--- src/rtl/mac_acc_pkg.sv ---
`default_nettype none
// ============================================================================
// Module   : mac_acc_pkg
// Brief    : Shared types and constants for the per-lane MAC accumulator
//            controller (state encoding, default widths, saturation limits).
// Revision : 1.0
// ============================================================================
package mac_acc_pkg;

    localparam int C_DEF_BIT_WIDTH = 32;
    localparam int C_DEF_ADDR_BITS = 6;
    localparam int C_DEF_CNT_BITS  = 16;

    // Saturation limits applied by the multiply unit; this block stores its results verbatim.
    localparam logic [C_DEF_BIT_WIDTH-1:0] C_SAT_MAX = {1'b0, {(C_DEF_BIT_WIDTH-1){1'b1}}};
    localparam logic [C_DEF_BIT_WIDTH-1:0] C_SAT_MIN = {1'b1, {(C_DEF_BIT_WIDTH-1){1'b0}}};

    typedef enum logic [1:0] {
        IDLE  = 2'd0,
        ACCUM = 2'd1,
        HOLD  = 2'd2
    } state_t;

endpackage : mac_acc_pkg
`default_nettype wire

--- src/rtl/mac_acc_ctrl.sv ---
`default_nettype none
// ============================================================================
// Module   : mac_acc_ctrl
// Brief    : Holds the running partial sum for one SIMD multiply lane, counts
//            products down and presents the final sum on a valid/ready port.
//            Optional ReLU on the output when MAC_ACC_RELU_EN is defined.
// Revision : 1.0
// ============================================================================
module mac_acc_ctrl
    import mac_acc_pkg::*;
#(
    parameter int BIT_WIDTH = C_DEF_BIT_WIDTH,
    parameter int ADDR_BITS = C_DEF_ADDR_BITS,
    parameter int CNT_BITS  = C_DEF_CNT_BITS
) (
    input  logic                 clk,
    input  logic                 reset,
    input  logic                 start,
    input  logic [CNT_BITS-1:0]  cfg_count,
    input  logic [BIT_WIDTH-1:0] cfg_init,
    input  logic [ADDR_BITS-1:0] cfg_dest_addr,
`ifdef MAC_ACC_RELU_EN
    input  logic                 relu_en,
`endif
    input  logic                 in_valid,
    output logic                 in_ready,
    input  logic [BIT_WIDTH-1:0] in_data,
    output logic [BIT_WIDTH-1:0] data_acc,
    output logic                 busy,
    output logic                 out_valid,
    input  logic                 out_ready,
    output logic [BIT_WIDTH-1:0] out_data,
    output logic [ADDR_BITS-1:0] out_addr,
    output logic                 done
);

    state_t               r_state;
    state_t               w_next;
    logic [BIT_WIDTH-1:0] r_acc;
    logic [CNT_BITS-1:0]  r_remaining;
    logic [ADDR_BITS-1:0] r_addr;
    logic                 r_done;
    logic                 r_relu;
    logic                 w_load;
    logic                 w_accept;
    logic                 w_relu_cfg;

`ifdef MAC_ACC_RELU_EN
    assign w_relu_cfg = relu_en;
`else
    assign w_relu_cfg = 1'b0;
`endif

    always_ff @(posedge clk) begin
        if (reset) begin
            r_state <= IDLE;
        end else begin
            r_state <= w_next;
        end
    end

    // A new run is accepted from IDLE, or in the same cycle as the HOLD handshake.
    always_comb begin
        w_next   = r_state;
        w_load   = 1'b0;
        w_accept = 1'b0;
        case (r_state)
            IDLE: begin
                if (start) begin
                    w_load = 1'b1;
                    w_next = (cfg_count == '0) ? HOLD : ACCUM;
                end
            end
            ACCUM: begin
                if (in_valid) begin
                    w_accept = 1'b1;
                    if (r_remaining == CNT_BITS'(1)) begin
                        w_next = HOLD;
                    end
                end
            end
            HOLD: begin
                if (out_ready) begin
                    if (start) begin
                        w_load = 1'b1;
                        w_next = (cfg_count == '0) ? HOLD : ACCUM;
                    end else begin
                        w_next = IDLE;
                    end
                end
            end
            default: w_next = IDLE;
        endcase
    end

    always_ff @(posedge clk) begin
        if (reset) begin
            r_acc       <= '0;
            r_remaining <= '0;
            r_addr      <= '0;
            r_relu      <= 1'b0;
            r_done      <= 1'b0;
        end else begin
            r_done <= (r_state == HOLD) && out_ready;
            if (w_load) begin
                r_acc       <= cfg_init;
                r_remaining <= cfg_count;
                r_addr      <= cfg_dest_addr;
                r_relu      <= w_relu_cfg;
            end else if (w_accept) begin
                r_acc       <= in_data;
                r_remaining <= r_remaining - CNT_BITS'(1);
            end
        end
    end

    always_comb begin
        in_ready  = (r_state == ACCUM);
        out_valid = (r_state == HOLD);
        busy      = (r_state == ACCUM) || (r_state == HOLD);
        data_acc  = r_acc;
        out_addr  = r_addr;
        done      = r_done;
        out_data  = (r_relu && r_acc[BIT_WIDTH-1]) ? '0 : r_acc;
    end

endmodule : mac_acc_ctrl
`default_nettype wire

--- config.mk ---
export PLATFORM = sky130hd
export DESIGN_NAME = mac_acc_ctrl
export DESIGN_NICKNAME = d
export VERILOG_FILES = /design/src/rtl/mac_acc_pkg.sv /design/src/rtl/mac_acc_ctrl.sv
export SDC_FILE = /design/constraint.sdc
export NUM_CORES = 1
export LEC_CHECK = 0
export BUFFER_PORTS_ARGS = -buffer_cell sky130_fd_sc_hd__buf_2
export CAP_MARGIN = 5
export CELL_PAD_IN_SITES_DETAIL_PLACEMENT = 2
export CELL_PAD_IN_SITES_GLOBAL_PLACEMENT = 2
export CORE_UTILIZATION = 26
export CTS_BUF_LIST = sky130_fd_sc_hd__clkbuf_16
export DETAILED_ROUTE_END_ITERATION = 10
export GPL_ROUTABILITY_DRIVEN = 0
export PLACE_DENSITY = 0.87
export SETUP_SLACK_MARGIN = 0.02
export SLEW_MARGIN = 20
export SYNTH_ARGS = -nofsm -noshare
export SYNTH_HDL_FRONTEND = slang
export SYNTH_SLANG_ARGS = --single-unit
--- constraint.sdc ---
create_clock -name clk -period 3.5 [get_ports clk]
set_clock_uncertainty 0.1 [all_clocks]
set_input_delay 0.175 -clock clk [delete_from_list [all_inputs] [get_ports clk]]
set_output_delay 0.175 -clock clk [all_outputs]
set_load 0.01 [all_outputs]
==> results by group, run 1 <==
Finish
  • N_diodes: 0
  • Share of cells above drive strength 1: 39.8%
  • Util after Layout: 36.8%
  • Layout area overhead: 36.0%
  • Final Net Count: 563

Timing
  • Final setup viols: 0
  • Final number of hold-violating endpoints: 0
  • Rel. slew slack: 54.2%
  • TNS Setup: 0 ns
  • Final Slew Violations: 0
  • Fin crit period: 2.35 ns
  • Max Fclk: 426 MHz
  • RSZ-0062 raised after global routing: no
  • Slew at the pin with the worst max-slew slack: 0.686 ns
  • Period utilization: 67.1%

Synth
  • Yosys top cell area share: 38.2%
  • Number of flops mapped to enable cells by yosys: 0
  • Flops & latches, synth: 57
  • Ranking of synthesized cells by area: dfxtp_1 38%, mux2i_1 11%, a211oi_1 11%
  • Yosys top cell by area: dfxtp_1
  • Count leader, synth: dfxtp_1
  • Commonest cells post-synth: 57 x dfxtp_1, 54 x nor2_1, 44 x a211oi_1, 34 x mux2i_1, 32 x buf_4
  • Syn_nets: 435
  • Synth Warn #: 0
  • Post-synthesis cell count: 338
  • Share of flip-flops with an asynchronous set or reset: 0%
  • Synthesized area: 2990 um^2
  • Syn Area/Cell: 8.83 um^2
  • Post-synthesis sequential area ratio: 38.2%
  • Synth Flop Type: dfxtp_1
  • Synth unique cells: 41

Pwr
  • Sw frac: 37.2%
  • Clk pwr share: 30.4%
  • Cell Pwr Density: 808 nW/um^2
  • Switching pwr: 0.00122 W
  • Leakage power: 1.82 nW
  • VDD IR-drop max: 0.000364 V
  • Sequential power share: 30.5%
  • P_int: 0.00206 W
  • Logic pwr share: 39.2%

Place
  • Port Buf Inserts: 164
  • Post-DP HPWL: 7.42 mm

Clock tree
  • CTS Buffer Depth: 2
  • CTS clk-pin slew, worst paths: 0.05 ns
  • Cts hold-fix bufs: 3
  • CTS H-tree lvls: 3
  • # Post-CTS Setup Buffers: 0
  • CTS tree: yes
  • CTS Buf Count: 9
  • Post-CTS sizing: 0
  • Worst-skew pair later-pin latency: 0.32 ns
  • Root Driver: clkbuf_16
  • TritonCTS sink count: 57

Worst setup path
  • Worst R2R Start: r_state[0]
  • Critical path arrival: 2.47 ns
  • Worst Path Max Fanout: 66
  • Worst R2R Path Depth: 7
  • Crit path kind: register to register
  • CP endpoint kind: register
  • Critical Path Source Type: register
  • Worst path cell trace: inv_1 -> ha_1 -> a21o_1 -> nand2_4 -> buf_4 -> nor2_1 -> a211oi_1
  • Max incr delay on CP: 0.49 ns
  • Buf+Inv Stages, Crit Path: 2
  • Top delay family on crit path: simple AND/OR/NAND/NOR gates
  • CP required: 3.62 ns
  • Worst reg2reg setup slack: 1.15 ns
  • CP max-delay cell: nand2_4
  • R2r endpoint: data_acc[15]

Run status
  • Outcome: complete, no violations

Floorplanning
  • Die height: 109 um
  • Die boundary width: 109 um
  • Row cnt: 38
  • Boundary pin count: 165
  • Starting Density: 27.1%
  • Core Area: 11,000 um^2
  • Full die area: 11,900 um^2

Route
  • DR WL/cell: 17.0 um
  • Drt total wl: 10.3 mm
  • DRT iter0 DRCs: 99
  • DRC Markers: 0
  • DRT antenna net count: 0
  • Vias per inst: 4.84
  • Via count: 2,953
  • Drt pass-1 iters: 4

Job
  • Maxcap violations: 0

Global route
  • Number of global-route vias before repair: 3,012
  • Gr usage total: 17.0%
  • Grt ovf: 0
  • Initial antenna violation count: 0
  • First-pass GRT wire length: 15.4 mm
  • Largest net degree at the start of global routing: 67

Hold path
  • Worst Hold End: out_addr[3]
  • Worst Hold Class: primary input to register
  • Min-delay src: cfg_dest_addr[3]
  • Hold Path Depth: 3
layout make-up:
type | instances | area (um^2)
multi-input combinational | 220 | 1500
sequential | 57 | 1140
inverter | 7 | 26.3
clock inverter | 6 | 108
tap | 140 | 175
fill | 1251 | 6970
clock buffer | 9 | 225
timing repair buffer | 171 | 883
cell usage in the layout (no fill, tap or decap), types with 2 or more instances in the layout:
cell / synthesis / final
nand2_1: 17 / 16
buf_2: 4 / 164
xor2_1: 5 / 5
nor4_1: 6 / 6
buf_4: 32 / 3
nand3_1: 2 / 2
dfxtp_1: 57 / 57
a311oi_1: 3 / 3
bufinv_16: 0 / 3
nor3_1: 4 / 4
inv_1: 7 / 7
a211oi_1: 44 / 44
nand2b_1: 3 / 3
dlygate4sd3_1: 0 / 4
a21oi_1: 8 / 8
nor2_1: 54 / 54
ha_1: 6 / 6
xnor2_1: 7 / 7
nand4_1: 4 / 4
or4_1: 2 / 2
clkbuf_16: 0 / 9
clkinv_2: 0 / 2
mux2i_1: 34 / 34
kinds of logic after synthesis:
group,share of synthesized area (%)
compound gates,15.5
xor+xnor,3.52
fa+ha+maj,2.51
buf+inv,11.9
flops,38.2
mux,11.4
simple gates,16.9
power by group through the flow:
stage | combinational [W] | clock [W] | sequential (W)
final | 0.00128 | 0.000996 | 0.000999
after global routing | 0.00142 | 0.00105 | 0.00103
after CTS | 0.00130 | 0.00102 | 0.00100
after detailed placement | 0.00128 | 0 | 0.00101
after global placement | 0.00122 | 0 | 0.000994
after floorplan | 0.000904 | 0 | 0.00104
worst max path at each step:
stage,slack [ns],depth (start not counted),end,start
floorplan,1.60,8,r_remaining[1],r_state[0]
global placement,1.24,5,data_acc[21],r_state[1]
detailed placement,1.07,5,data_acc[31],r_state[1]
CTS,1.0,5,data_acc[18],r_state[1]
global route,0.92,7,data_acc[18],r_state[0]
finish,1.15,7,data_acc[15],r_state[0]
state kept, by name, summed over array words and instances, names as in the netlist:
signal / cells
data_acc: 32
done: 1
out_addr: 6
r_remaining: 16
r_state: 2
worst min-delay path, stage by stage:
cell,delay [ns]
buf_2,0.10
nand2_1,0.05
a21oi_1,0.06
layer usage:
layer / share of wire (%) / vias up / track usage [%]
li1: - / 1427 / -
met1: 40 / 1420 / 18.4
met2: 53 / 98 / 31.8
met3: 6.1 / 8 / 4.24
met4: 1.0 / 0 / 6.08
met5: 0 / - / 0
per-stage QoR:
stage / total power (W) / hold slack [ns] / cells / cell area, um^2 / setup slack (ns)
CTS: 0.00333 / 0.00249 / 609 / 4050 / 1.00
finish: 0.00328 / 0.00698 / 610 / 4060 / 1.15
global route: 0.00350 / 0.0181 / 610 / 4060 / 0.917
floorplan: 0.00194 / 0.198 / 338 / 2990 / 1.60
detailed placement: 0.00229 / 0.330 / 591 / 3680 / 1.07
global placement: 0.00222 / 0.322 / 591 / 3680 / 1.24
Note: power is estimated with default switching activity, not from simulation.
==> run 2: changes to the inputs <==
--- a/config.mk
+++ b/config.mk
@@ -9,11 +9,11 @@
 export CAP_MARGIN = 5
 export CELL_PAD_IN_SITES_DETAIL_PLACEMENT = 2
 export CELL_PAD_IN_SITES_GLOBAL_PLACEMENT = 2
-export CORE_UTILIZATION = 26
+export CORE_UTILIZATION = 22
 export CTS_BUF_LIST = sky130_fd_sc_hd__clkbuf_16
 export DETAILED_ROUTE_END_ITERATION = 10
 export GPL_ROUTABILITY_DRIVEN = 0
-export PLACE_DENSITY = 0.87
+export PLACE_DENSITY = 0.79
 export SETUP_SLACK_MARGIN = 0.02
 export SLEW_MARGIN = 20
 export SYNTH_ARGS = -nofsm -noshare
==> constraint.sdc (replaced) <==
create_clock -name clk -period 2.1 [get_ports clk]
set_clock_uncertainty 0.1 [all_clocks]
set_input_delay 0.105 -clock clk [delete_from_list [all_inputs] [get_ports clk]]
set_output_delay 0.105 -clock clk [all_outputs]
set_load 0.01 [all_outputs]
==> run 2 against run 1 <==
- final cell count increased by 15%
- worst hold slack gained 0.0034 ns
- die area rose by 18%
- critical path depth is the same
- critical endpoint is now data_acc[18]
- fmax rose by 19%
- combinational power increased by 88%
- sequential share of layout area shrank 3.4 points
- worst setup slack worse by 1.0 ns
==> results by group, run 2 (synthesis gave the netlist of run 1 again) <==
Finish
  • Share of cells above drive strength 1: 36.7% (-3.1 points)
  • Final Net Count: 615 (+9.2%)
  • N_diodes: 0 (unchanged)
  • Util after Layout: 34.9% (-1.9 points)
  • Commonest non-fill, non-tap cell in the layout: buf_2
  • Commonest non-fill, non-tap cells in the layout: 164 x buf_2, 57 x dfxtp_1, 54 x nor2_1
  • Filler cells: 1,499 (+20%)
  • Area occupied by multi-input gates: 1510 um^2 (+0.42%)
  • Post-route cell area: 4620 um^2 (+14%)
  • Reg area: 1140 um^2 (unchanged)
  • Fin cells: 699 (+15%)
  • Number of flip-flops in the largest register: 32 (unchanged)
  • Layout area overhead: 54.7%

Worst setup path
  • Critical Path Source Type: register
  • Worst R2R Start: r_state[0]
  • CP max-delay cell: dfxtp_1
  • CP required: 2.23 ns (-1.39 ns)
  • Buf+Inv Stages, Crit Path: 2 (unchanged)
  • Max incr delay on CP: 0.38 ns (-0.11 ns)
  • Critical path arrival: 2.11 ns (-0.36 ns)
  • Crit path kind: register to register
  • Worst Path Max Fanout: 46 (-30%)
  • Setup crit start: r_state[0]
  • Worst path cell trace: inv_1 -> ha_1 -> a21o_1 -> nand2_4 -> buf_12 -> nor2_1 -> a211oi_1
  • CP endpoint kind: register
  • Top delay family on crit path: compound AO/OA/AOI/OAI gates

Clock tree
  • CTS tree: yes
  • CTS Buf Count: 9 (unchanged)
  • # Post-CTS Setup Buffers: 0 (unchanged)
  • Worst-skew pair later-pin latency: 0.33 ns (about the same)
  • CTS Buffer Depth: 2 (unchanged)
  • CTS clk-pin slew, worst paths: 0.05 ns (about the same)
  • TritonCTS sink count: 57 (unchanged)
  • CTS H-tree lvls: 3 (unchanged)
  • Root Driver: clkbuf_16

Timing
  • Max Fclk: 505 MHz (+19%)
  • Final Slew Violations: 0 (unchanged)
  • Slew at the pin with the worst max-slew slack: 0.482 ns (-0.204 ns)
  • Rel. slew slack: 67.5% (+13 points)
  • RSZ-0062 raised after global routing: yes
  • Fin crit period: 1.98 ns (-0.368 ns)
  • Final setup viols: 0 (unchanged)
  • Final number of hold-violating endpoints: 0 (unchanged)
  • Period utilization: 94.3% (+27 points)
  • TNS Setup: 0 ns (unchanged)
  • Final WS setup: 0.120 ns (-1.03 ns)

Route
  • DR WL/cell: 17.0 um (+0.31%)
  • DRC Markers: 0 (unchanged)
  • Vias per inst: 4.66 (-3.8%)
  • DRT iter0 DRCs: 119 (+20%)
  • Drt pass-1 iters: 4 (unchanged)
  • DRT antenna net count: 0 (unchanged)
  • Drt total wl: 11.9 mm (+15%)
  • Via count: 3,255 (+10%)

Pwr
  • Leakage power: 2.05 nW (+13%)
  • VDD IR-drop max: 0.000653 V (+79%)
  • Cell Pwr Density: 1190 nW/um^2 (+47%)

Floorplanning
  • Starting Density: 22.5% (-4.5 points)
  • Boundary pin count: 165 (unchanged)
  • Die boundary width: 118 um (+8.6%)
  • Core Area: 13,200 um^2 (+20%)
  • Full die area: 14,000 um^2 (+18%)
  • Row cnt: 42 (+11%)
  • Die height: 118 um (+8.6%)

Place
  • Pre-CTS setup slack: 0.0851 ns (-0.985 ns)
  • Post-DP HPWL: 7.71 mm (+3.9%)
  • Port Buf Inserts: 164 (unchanged)
  • Dpl cells: 632 (+6.9%)
  • Placed cell areas: 3800 um^2 (+3.3%)

Run status
  • Outcome: complete, no violations

Global route
  • Grt ovf: 0 (unchanged)
  • First-pass GRT wire length: 18.3 mm (+19%)
  • Gr usage total: 16.8% (-0.26 points)
  • Number of global-route vias before repair: 3,563 (+18%)
  • Initial antenna violation count: 0 (unchanged)
  • Largest net degree at the start of global routing: 47 (-30%)

Hold path
  • Worst Hold Class: primary input to register
  • Min-delay src: cfg_count[5]

Job
  • Maxcap violations: 0 (unchanged)
## run 2: cell types whose count changed in the layout (fill, tap and decap cells not counted), sizes merged
| cell | before | now |
|---|---|---|
| dlygate4sd3 | 4 | 50 |
| clkbuf | 9 | 10 |
| clkinv | 2 | 3 |
| clkinvlp | 1 | 0 |
| bufinv | 3 | 1 |
| buf | 167 | 172 |
| inv | 7 | 10 |
## run 2: final timing paths
check,to,slack [ns],depth (start not counted)
worst max register to register,data_acc[18],0.12,7
worst max-delay path,data_acc[18],0.12,7
worst min register to register,out_addr[3],0.35,2
worst min-delay path,r_remaining[5],0.01,3
## run 2: final cells by class
cell class	instances	share of cell area, %
Clock inverter	7	1.19
Clock buffer	9	4.88
Multi-Input combinational cell	220	32.6
Tap cell	176	4.77
Timing Repair Buffer	223	31.3
Sequential cell	57	24.7
Inverter	7	0.569
## run 2: per-layer routing
metal | part of all wire, % | up-vias | global-route usage [%]
met3 | 4.3 | 23 | 3.28
met1 | 40 | 1593 | 17.5
met4 | 1.9 | 0 | 6.88
met5 | 0 | - | 0
li1 | - | 1535 | -
met2 | 54 | 104 | 32.4
## run 2: per-stage QoR
step | hold WS [ns] | power, W
2_1_floorplan | 0.128 | 0.00323
3_5_place_dp | 0.259 | 0.00394
4_1_cts | 0.0109 | 0.00548
6_report | 0.0104 | 0.00549
3_3_place_gp | 0.248 | 0.00382
5_1_grt | 0.0312 | 0.00583
## run 2: worst register-to-register path: stages, from the launching register on
cell and delay, ns:
dfxtp_1 0.38, inv_1 0.10, ha_1 0.28, a21o_1 0.22, nand2_4 0.20, buf_12 0.24
nor2_1 0.11, a211oi_1 0.25
## run 2: power breakdown
part           internal [W]  switching, W
logic               0.00108       0.00133
registers           0.00139      0.000293
clock network      0.000895      0.000508
## run 2: repair_timing
item / 4_1_cts / 5_1_grt
hold buffers: 50 / 0
endpoints found under the setup margin: 0 / 5
hold endpoints to repair: 50 / 0
resized for setup: 0 / 2
==> run 3: changes to the inputs <==
--- a/config.mk
+++ b/config.mk
@@ -5,7 +5,7 @@
 export SDC_FILE = /design/constraint.sdc
 export NUM_CORES = 1
 export LEC_CHECK = 0
-export BUFFER_PORTS_ARGS = -buffer_cell sky130_fd_sc_hd__buf_2
+export BUFFER_PORTS_ARGS = -buffer_cell sky130_fd_sc_hd__buf_4
 export CAP_MARGIN = 5
 export CELL_PAD_IN_SITES_DETAIL_PLACEMENT = 2
 export CELL_PAD_IN_SITES_GLOBAL_PLACEMENT = 2
==> run 3 against run 2 <==
- worst setup slack improved by 0.046 ns
- largest power group unchanged
- critical path depth stayed put
- die area unchanged
- clock power rose by 11%
- sequential share of layout area down 2.0 points
==> results by group, run 3 (synthesis gave the netlist of run 1 again) <==
Run status
  • Outcome: complete, no violations

Finish
  • Commonest non-fill, non-tap cell in the layout: buf_4
  • Number of flip-flops in the largest register: 32 (unchanged)
  • Commonest non-fill, non-tap cells in the layout: 166 x buf_4, 57 x dfxtp_1, 54 x nor2_1
  • Util after Layout: 37.9% (+3.0 points)
  • Layout area overhead: 68.1%
  • Share of cells above drive strength 1: 37.5% (+0.81 points)
  • N_diodes: 0 (unchanged)
  • Final Net Count: 609 (-0.98%)

Global route
  • Initial antenna violation count: 0 (unchanged)
  • First-pass GRT wire length: 19.3 mm (+5.4%)
  • Gr usage total: 17.6% (+0.79 points)
  • Number of global-route vias before repair: 3,626 (+1.8%)
  • Grt ovf: 0 (unchanged)
  • Largest net degree at the start of global routing: 60 (+28%)

Timing
  • Max Fclk: 517 MHz (+2.4%)
  • Slew at the pin with the worst max-slew slack: 0.686 ns (+0.204 ns)
  • Period utilization: 92.1% (-2.2 points)
  • Rel. slew slack: 54.3% (-13 points)
  • Fin crit period: 1.93 ns (-0.0460 ns)
  • Hold_ws: 0.0108 ns (+0.000412 ns)
  • Final number of hold-violating endpoints: 0 (unchanged)
  • Final Slew Violations: 0 (unchanged)
  • Final setup viols: 0 (unchanged)
  • TNS Setup: 0 ns (unchanged)
  • RSZ-0062 raised after global routing: no

Floorplanning
  • Full die area: 14,000 um^2 (unchanged)
  • Core Area: 13,200 um^2 (unchanged)
  • Die height: 118 um (unchanged)
  • Row cnt: 42 (unchanged)
  • Die boundary width: 118 um (unchanged)
  • Boundary pin count: 165 (unchanged)
  • Starting Density: 22.5% (unchanged)

Place
  • Post-DP HPWL: 7.85 mm (+1.8%)
  • Port Buf Inserts: 164 (unchanged)

Pwr
  • Cell Pwr Density: 1170 nW/um^2 (-1.6%)
  • Final Power: 0.00587 W (+6.9%)
  • VDD IR-drop max: 0.000396 V (-39%)
  • Leakage power: 2.12 nW (+3.4%)

Route
  • DR WL/cell: 17.1 um (+0.42%)
  • DRC Markers: 0 (unchanged)
  • Vias per inst: 4.55 (-2.2%)
  • Drt total wl: 11.8 mm (-0.44%)
  • Drt pass-1 iters: 4 (unchanged)
  • DRT antenna net count: 0 (unchanged)
  • DRT iter0 DRCs: 68 (-43%)
  • Via count: 3,156 (-3.0%)

Worst setup path
  • Critical path arrival: 2.07 ns (-0.04 ns)
  • Critical Path Source Type: register
  • CP required: 2.23 ns (about the same)
  • CP endpoint kind: register
  • Worst Path Max Fanout: 43 (-6.5%)
  • Crit path kind: register to register

Clock tree
  • CTS clk-pin slew, worst paths: 0.06 ns (about the same)
  • Worst-skew pair later-pin latency: 0.33 ns (about the same)
  • CTS Buf Count: 9 (unchanged)
  • # Post-CTS Setup Buffers: 0 (unchanged)
  • CTS H-tree lvls: 3 (unchanged)
  • TritonCTS sink count: 57 (unchanged)
  • CTS tree: yes
  • Root Driver: clkbuf_16
  • CTS Buffer Depth: 2 (unchanged)

Job
  • Maxcap violations: 0 (unchanged)

Hold path
  • Worst Hold Class: primary input to register
## run 3: cell count changes in the layout (fill, tap and decap cells not counted), sizes merged
cell | previous run | this run
clkbuf | 10 | 9
dlygate4sd3 | 50 | 48
bufinv | 1 | 2
clkinvlp | 0 | 2
clkinv | 3 | 1
buf | 172 | 169
inv | 10 | 9
## run 3: through the flow
stage               worst slack (ns)  cell area, um^2  cells
finish                         0.166             5020    693
global route                  0.0297             5020    693
CTS                           0.0267             4990    693
detailed placement            0.0453             4190    629
global placement               0.197             4190    629
floorplan                      0.203             2990    338
## run 3: layer usage
metal	wire (um)	vias up	part of all wire, %	global-route usage [%]
met3	552	12	4.7	4.78
met4	138	0	1.2	4.67
met5	0	-	0	0
met1	4730	1525	40	19.0
li1	-	1520	-	-
met2	6420	99	54	33.2
## run 3: cell type report
class	instances	area, um^2
Clock buffer	9	225
Clock inverter	7	87.6
Fill cell	1450	8220
Inverter	7	26.3
Multi-Input combinational cell	220	1520
Sequential cell	57	1140
Tap cell	176	220
Timing Repair Buffer	217	1790
## run 3: report_power, final
group	internal (W)	switching (W)	total, W	leakage [nW]
registers	0.00139	0.000311	0.00170	0.472
logic	0.00129	0.00131	0.00261	1.50
clock network	0.00103	0.000536	0.00156	0.154
## run 3: worst paths after layout
kind                                   start              to  slack, ns  cells past startpoint
worst min register to register   out_addr[3]     out_addr[3]       0.36                      2
worst min-delay path            cfg_count[7]  r_remaining[7]       0.01                      3
worst max-delay path              r_state[0]    data_acc[17]       0.17                      7
worst max register to register    r_state[0]    data_acc[17]       0.17                      7
## run 3: critical path: stages, from the launching register on
cell,delay [ns]
dfxtp_1,0.38
inv_1,0.09
ha_1,0.27
a21o_1,0.22
nand2_4,0.17
buf_12,0.23
nor2_1,0.07
a211oi_1,0.25
## run 3: what timing repair did
action / in CTS / in global routing
setup endpoints to repair: 0 / 7
hold endpoints to repair: 48 / 0
gates resized for setup: 0 / 7
hold buffers: 48 / 0
